File: config.mk
export PLATFORM = sky130hd
export DESIGN_NAME = select_next_hop
export DESIGN_NICKNAME = d
export VERILOG_FILES = /design/src/rtl/select_next_hop_pkg.sv /design/src/rtl/select_next_hop.sv
export SDC_FILE = /design/constraint.sdc
export NUM_CORES = 1
export LEC_CHECK = 0
export ABC_AREA = 0
export CELL_PAD_IN_SITES_DETAIL_PLACEMENT = 0
export CELL_PAD_IN_SITES_GLOBAL_PLACEMENT = 1
export CORE_MARGIN = 8
export CORE_UTILIZATION = 40
export CTS_BUF_LIST = sky130_fd_sc_hd__clkbuf_4 sky130_fd_sc_hd__clkbuf_8 sky130_fd_sc_hd__clkbuf_16
export CTS_CLUSTER_DIAMETER = 100
export DETAILED_ROUTE_END_ITERATION = 10
export DONT_BUFFER_PORTS = 1
export PLACE_DENSITY_LB_ADDON = 0.1
export REMOVE_ABC_BUFFERS = 1
export SYNTH_ARGS = -nofsm -noshare
export SYNTH_HDL_FRONTEND = slang
export SYNTH_SLANG_ARGS = --single-unit
File: constraint.sdc
create_clock -name clock -period 3.1 [get_ports clock]
set_clock_uncertainty 0.2 [all_clocks]
set_input_delay 0.31 -clock clock [delete_from_list [all_inputs] [get_ports clock]]
set_output_delay 0.31 -clock clock [all_outputs]
set_load 0.03 [all_outputs]
File: src/rtl/select_next_hop_pkg.sv
// select_next_hop_pkg: routing-table word width, base addresses and scan FSM states
package select_next_hop_pkg;
    localparam int RT_WORD_WIDTH = 16;
    localparam logic [15:0] KNOWN_SINKS_BASE = 16'h0008;
    localparam logic [15:0] NEIGHBOR_ID_BASE = 16'h0048;
    localparam logic [15:0] CLUSTER_ID_BASE  = 16'h00C8;
    localparam logic [15:0] BATT_STAT_BASE   = 16'h0148;
    localparam logic [15:0] Q_VALUE_BASE     = 16'h01C8;
    localparam logic [15:0] SINK_IDS_BASE    = 16'h0248;
    localparam logic [15:0] SINK_COUNT_ADDR  = 16'h0688;
    localparam logic [15:0] NBR_COUNT_ADDR   = 16'h068A;
    localparam logic [15:0] RESULT_ADDR      = 16'h068C;
    typedef enum logic [2:0] {
        S_IDLE, S_CNT, S_ISSUE, S_BATT, S_Q, S_NID, S_WRITE, S_DONE
    } state_e;
    function automatic logic [RT_WORD_WIDTH-1:0] entry_addr(
        input logic [RT_WORD_WIDTH-1:0] base,
        input logic [RT_WORD_WIDTH-1:0] idx
    );
        return base + {idx[RT_WORD_WIDTH-2:0], 1'b0};
    endfunction
endpackage

File: src/rtl/select_next_hop.sv
// select_next_hop: scan the neighbour table, pick the eligible neighbour with the lowest qValue, write its ID
module select_next_hop
    import select_next_hop_pkg::*;
#(
    parameter int                    WORD_WIDTH    = RT_WORD_WIDTH,
    parameter logic [WORD_WIDTH-1:0] BATT_MIN      = 'h0010,
    parameter int                    MAX_NEIGHBORS = 64
) (
    input  logic                  clock,
    input  logic                  reset,
    input  logic                  start,
    input  logic [WORD_WIDTH-1:0] data_in,
    output logic [WORD_WIDTH-1:0] address,
    output logic [WORD_WIDTH-1:0] data_out,
    output logic                  wr_en,
    output logic [WORD_WIDTH-1:0] next_hop_id,
    output logic [WORD_WIDTH-1:0] best_q,
    output logic                  found,
    output logic                  busy,
    output logic                  done
);
    localparam int IW = $clog2(MAX_NEIGHBORS + 1);
    localparam logic [WORD_WIDTH-1:0] NONE = '1;
    state_e                state_q, state_d;
    logic [WORD_WIDTH-1:0] addr_q, addr_d, dout_q, dout_d;
    logic [WORD_WIDTH-1:0] nhid_q, nhid_d, bestq_q, bestq_d;
    logic [WORD_WIDTH-1:0] batt_q, batt_d, qv_q, qv_d;
    logic [IW-1:0]         cnt_q, cnt_d, idx_q, idx_d;
    logic                  wr_q, wr_d, done_q, done_d, found_q, found_d;
    logic [WORD_WIDTH-1:0] idx_w;
    assign idx_w = WORD_WIDTH'(idx_q);
    always_comb begin
        state_d = state_q;
        addr_d  = addr_q;
        dout_d  = dout_q;
        nhid_d  = nhid_q;
        bestq_d = bestq_q;
        batt_d  = batt_q;
        qv_d    = qv_q;
        cnt_d   = cnt_q;
        idx_d   = idx_q;
        found_d = found_q;
        wr_d    = 1'b0;
        done_d  = 1'b0;
        case (state_q)
            S_IDLE: if (start) begin
                addr_d  = WORD_WIDTH'(NBR_COUNT_ADDR);
                found_d = 1'b0;
                nhid_d  = NONE;
                bestq_d = NONE;
                state_d = S_CNT;
            end
            S_CNT: begin
                cnt_d   = (data_in > WORD_WIDTH'(MAX_NEIGHBORS)) ? IW'(MAX_NEIGHBORS) : IW'(data_in);
                idx_d   = '0;
                state_d = S_ISSUE;
            end
            S_ISSUE: begin
                addr_d  = (idx_q == cnt_q) ? addr_q : WORD_WIDTH'(entry_addr(BATT_STAT_BASE, RT_WORD_WIDTH'(idx_w)));
                state_d = (idx_q == cnt_q) ? S_WRITE : S_BATT;
            end
            S_BATT: begin
                batt_d  = data_in;
                addr_d  = WORD_WIDTH'(entry_addr(Q_VALUE_BASE, RT_WORD_WIDTH'(idx_w)));
                state_d = S_Q;
            end
            S_Q: begin
                qv_d    = data_in;
                addr_d  = WORD_WIDTH'(entry_addr(NEIGHBOR_ID_BASE, RT_WORD_WIDTH'(idx_w)));
                state_d = S_NID;
            end
            S_NID: begin
                // strict less-than keeps the lower index on equal qValues
                if (batt_q >= BATT_MIN && (!found_q || qv_q < bestq_q)) begin
                    bestq_d = qv_q;
                    nhid_d  = data_in;
                    found_d = 1'b1;
                end
                idx_d   = idx_q + 1'b1;
                state_d = S_ISSUE;
            end
            S_WRITE: begin
                addr_d  = WORD_WIDTH'(RESULT_ADDR);
                dout_d  = found_q ? nhid_q : NONE;
                wr_d    = 1'b1;
                state_d = S_DONE;
            end
            S_DONE: begin
                done_d  = 1'b1;
                state_d = S_IDLE;
            end
            default: state_d = S_IDLE;
        endcase
    end
    always_ff @(posedge clock) begin
        if (reset) begin
            state_q <= S_IDLE;
            addr_q  <= '0;
            dout_q  <= '0;
            nhid_q  <= NONE;
            bestq_q <= NONE;
            batt_q  <= '0;
            qv_q    <= '0;
            cnt_q   <= '0;
            idx_q   <= '0;
            found_q <= 1'b0;
            wr_q    <= 1'b0;
            done_q  <= 1'b0;
        end else begin
            state_q <= state_d;
            addr_q  <= addr_d;
            dout_q  <= dout_d;
            nhid_q  <= nhid_d;
            bestq_q <= bestq_d;
            batt_q  <= batt_d;
            qv_q    <= qv_d;
            cnt_q   <= cnt_d;
            idx_q   <= idx_d;
            found_q <= found_d;
            wr_q    <= wr_d;
            done_q  <= done_d;
        end
    end
    assign address     = addr_q;
    assign data_out    = dout_q;
    assign wr_en       = wr_q;
    assign next_hop_id = nhid_q;
    assign best_q      = bestq_q;
    assign found       = found_q;
    assign busy        = (state_q != S_IDLE);
    assign done        = done_q;
endmodule

==> impl_metrics.tcl <==
set metrics [dict create \
    status "finished clean" \
    synth.cell_area_um2 5050 \
    area_share_of_the_largest_cell_type_after_synthesis_pct 42.0 \
    clkTransAtPathRegs_ps 70 \
    h-tree-depth 3 \
    syn_to_final_growth_pct 15.0 \
    max_slew_margin_pct 38.1 \
    grt_util_met2_pct 28.7 \
    yosys.area.top_type "dfxtp_1" \
    period_utilization_post_route_pct 87.3 \
    tritoncts.num_buffers 9 \
    core_box_area_um2 12500 \
    postRouteWirelength_um 14600 \
    layout.filler_cells 1268 \
    sw_frac_of_total_pct 26.7 \
    insertedDiodeCount 0 \
    floorplan.rows 41 \
    grt_overflow 0 \
    grt_util_all_layers_pct 18.4 \
    p_sw_mw 0.817 \
    globalplace.congestion 0.783 \
    place_hpwl_um 9470 \
    synth_ff_type "dfxtp_1" \
    cts_tree "done" \
    powerDensity_nw_per_um2 527 \
    postSynthAreaPerCell_um2 8.36 \
    clk_pwr_share_pct 40.5 \
    ctsHoldBuffers 19 \
    vdd_drop_max_mv 0.263 \
    worst-slew-pin-transition_ps 928 \
    fp.dieH_um 128 \
    initial_core_util_pct 40.5 \
    grt_pass1_vias 4296 \
    syn-instance-count 604 \
    boundaryPins 87 \
    yosys_warnings 0 \
    min_period_ps 2710 \
    clk_root_buffer_cell "clkbuf_16" \
    synth_area_leaders "dfxtp_1, a21oi_1, nand2_1" \
    die_width_um 128 \
    power_frac_comb_pct 10.6 \
    maxClockFrequency_ghz 0.369 \
    finalHoldWorstSlack_ps 45.8 \
    global_route.usage.met3_pct 5.13 \
    postSynth.asyncResetShare_pct 0 \
    initialDrtViolationCount 249 \
    timing.final.hold_violations 0 \
    worst_setup_sp_type "flop" \
    grt_start_max_net_pins 64 \
    critPathMaxStageDelay_ps 410 \
    gr-usage-met1_pct 23.9 \
    wl_per_cell_um 18.2 \
    synth.ff_latch_count 106 \
    endpoint_kind "flop" \
    setup-violations-final 0 \
    cp_max_fo 15 \
    design.die.area_um2 16500 \
    design_power_total_mw 3.06 \
    tightest_hold_check_type "primary input to flop" \
    antenna_left 0 \
    cts.sink_count 106 \
    cts_post_setup_buffers_inserted 0 \
    worst-endpoint-required_ps 3130 \
    maxSlewViolCount 0 \
    share_seq_of_total_power_pct 48.9 \
    clock_path_buffers 2 \
    critical_path.most_common_cell "a21o_1" \
    drc_violations_left 0 \
    detailedRoute.firstPassIterationCount 4 \
    p_leak_nw 2.25 \
    antenna_found_initial 0 \
    final_common_cell "dfxtp_1" \
    portBuffers 0 \
    grt-busiest-layer "met2" \
    rsz0062_at_grt "false" \
    worstSetupPathType "flop to flop" \
    final_cell_mix "dfxtp_1, nand2_1, a21oi_1" \
    worst_skew_pair.late_latency_ps 350 \
    cts_resized 0 \
    final_nets 660 \
    global_route_wire_length_before_repair_um 23800 \
    synth.distinct_cells 49 \
    ys_seq_area_share_pct 42.0 \
    synth_edf_count 0 \
    drv.max_cap_violation_count 0 \
    power.internal_mw 2.25 \
    dr_total_vias 4308 \
    drive_above_1_share_pct 12.9 \
    cp_data_arrival_time_ps 2740 \
    cell_at_the_slowest_stage_of_the_critical_path "a221o_1" \
    crit_chain "inv_1 -> ha_1 -> a21o_1 -> a21o_1 -> a221o_1 -> or3_1 -> buf_4 -> nor3_1 -> a2111oi_2" \
    avgViaCountPerCell 5.39 \
]
[flip-flops by register name (all words and copies together) (netlist names)]
name and flops:
address 10, batt_q 12, best_q 16, cnt_q 7, data_out 16, done 1
found 1, idx_q 7, next_hop_id 16, qv_q 16, state_q 3, wr_en 1
[critical path, delay by kind of cell (launching register included)]
family                   cells  cell delay [ps]
AO/OA/AOI/OAI                4              820
adder cells (fa/ha/maj)      1              290
buffers and inverters        2              260
flip-flops                   1              330
AND/OR/NAND/NOR              2              660
[Yosys cell counts (all sizes together), types with 4 or more instances]
| cell type | count |
|---|---|
| a2111oi | 18 |
| a21o | 4 |
| a21oi | 60 |
| a22o | 6 |
| buf | 19 |
| clkbuf | 27 |
| dfxtp | 106 |
| ha | 18 |
| inv | 35 |
| nand2 | 72 |
| nand2b | 28 |
| nand3 | 6 |
| nand4 | 6 |
| nor2 | 38 |
| nor2b | 6 |
| nor3 | 53 |
| nor4 | 4 |
| o211ai | 17 |
| o21ai | 42 |
| xnor2 | 9 |
| xor2 | 5 |
[kinds of logic (layout without fill, tap and decap cells)]
| logic type | Yosys count | after routing | synth area share, % |
|---|---|---|---|
| AO/OA/AOI/OAI | 158 | 158 | 21.3 |
| adder cells (fa/ha/maj) | 18 | 18 | 4.46 |
| other | 1 | 6 | 0.0742 |
| buffers and inverters | 82 | 101 | 7.23 |
| AND/OR/NAND/NOR | 223 | 223 | 22.1 |
| multiplexers | 2 | 2 | 0.421 |
| XOR/XNOR | 14 | 14 | 2.43 |
| flip-flops | 106 | 106 | 42.0 |
[final cells by class]
cell class	count	area, µm²	area share, %
timing repair buffer	49	433	7.45
sequential	106	2120	36.5
inverter	36	135	2.33
clock buffer	10	239	4.11
multi-input combinational	421	2590	44.5
tap	172	215	3.70
clock inverter	6	80.1	1.38
[stage by stage]
step	util (%)	cells	setup WS (ps)	setup TNS, ps	instance area [µm²]
after floorplan	-	563	-1040	-22090	4840
after global placement	42.4	765	489	0	5280
after detailed placement	42.4	765	423	0	5280
after CTS	46.6	800	392	0	5810
after global routing	46.6	800	224	0	5810
final	46.6	800	393	0	5810
[per-layer routing]
layer  up-vias  wire length (µm)
met5         -                 0
met4         0               246
met3        20               991
met2        94              6570
met1      2058              6760
li1       2136                 -
[final timing paths]
kind,slack (ps),to,depth (start not counted),from
worst max-delay path,390,next_hop_id[4],9,best_q[13]
worst min-delay path,50,next_hop_id[9],2,data_in[9]
worst max register to register,390,next_hop_id[4],9,best_q[13]
worst min register to register,260,batt_q[9],2,batt_q[9]
[power by group through the flow]
stage | registers, mW | clock network [mW] | logic (mW)
floorplan | 1.52 | 0 | 0.200
global placement | 1.53 | 0 | 0.275
detailed placement | 1.53 | 0 | 0.277
CTS | 1.50 | 1.28 | 0.327
global route | 1.51 | 1.33 | 0.361
finish | 1.50 | 1.24 | 0.323
No activity file was read; power rests on OpenSTA's default activity.
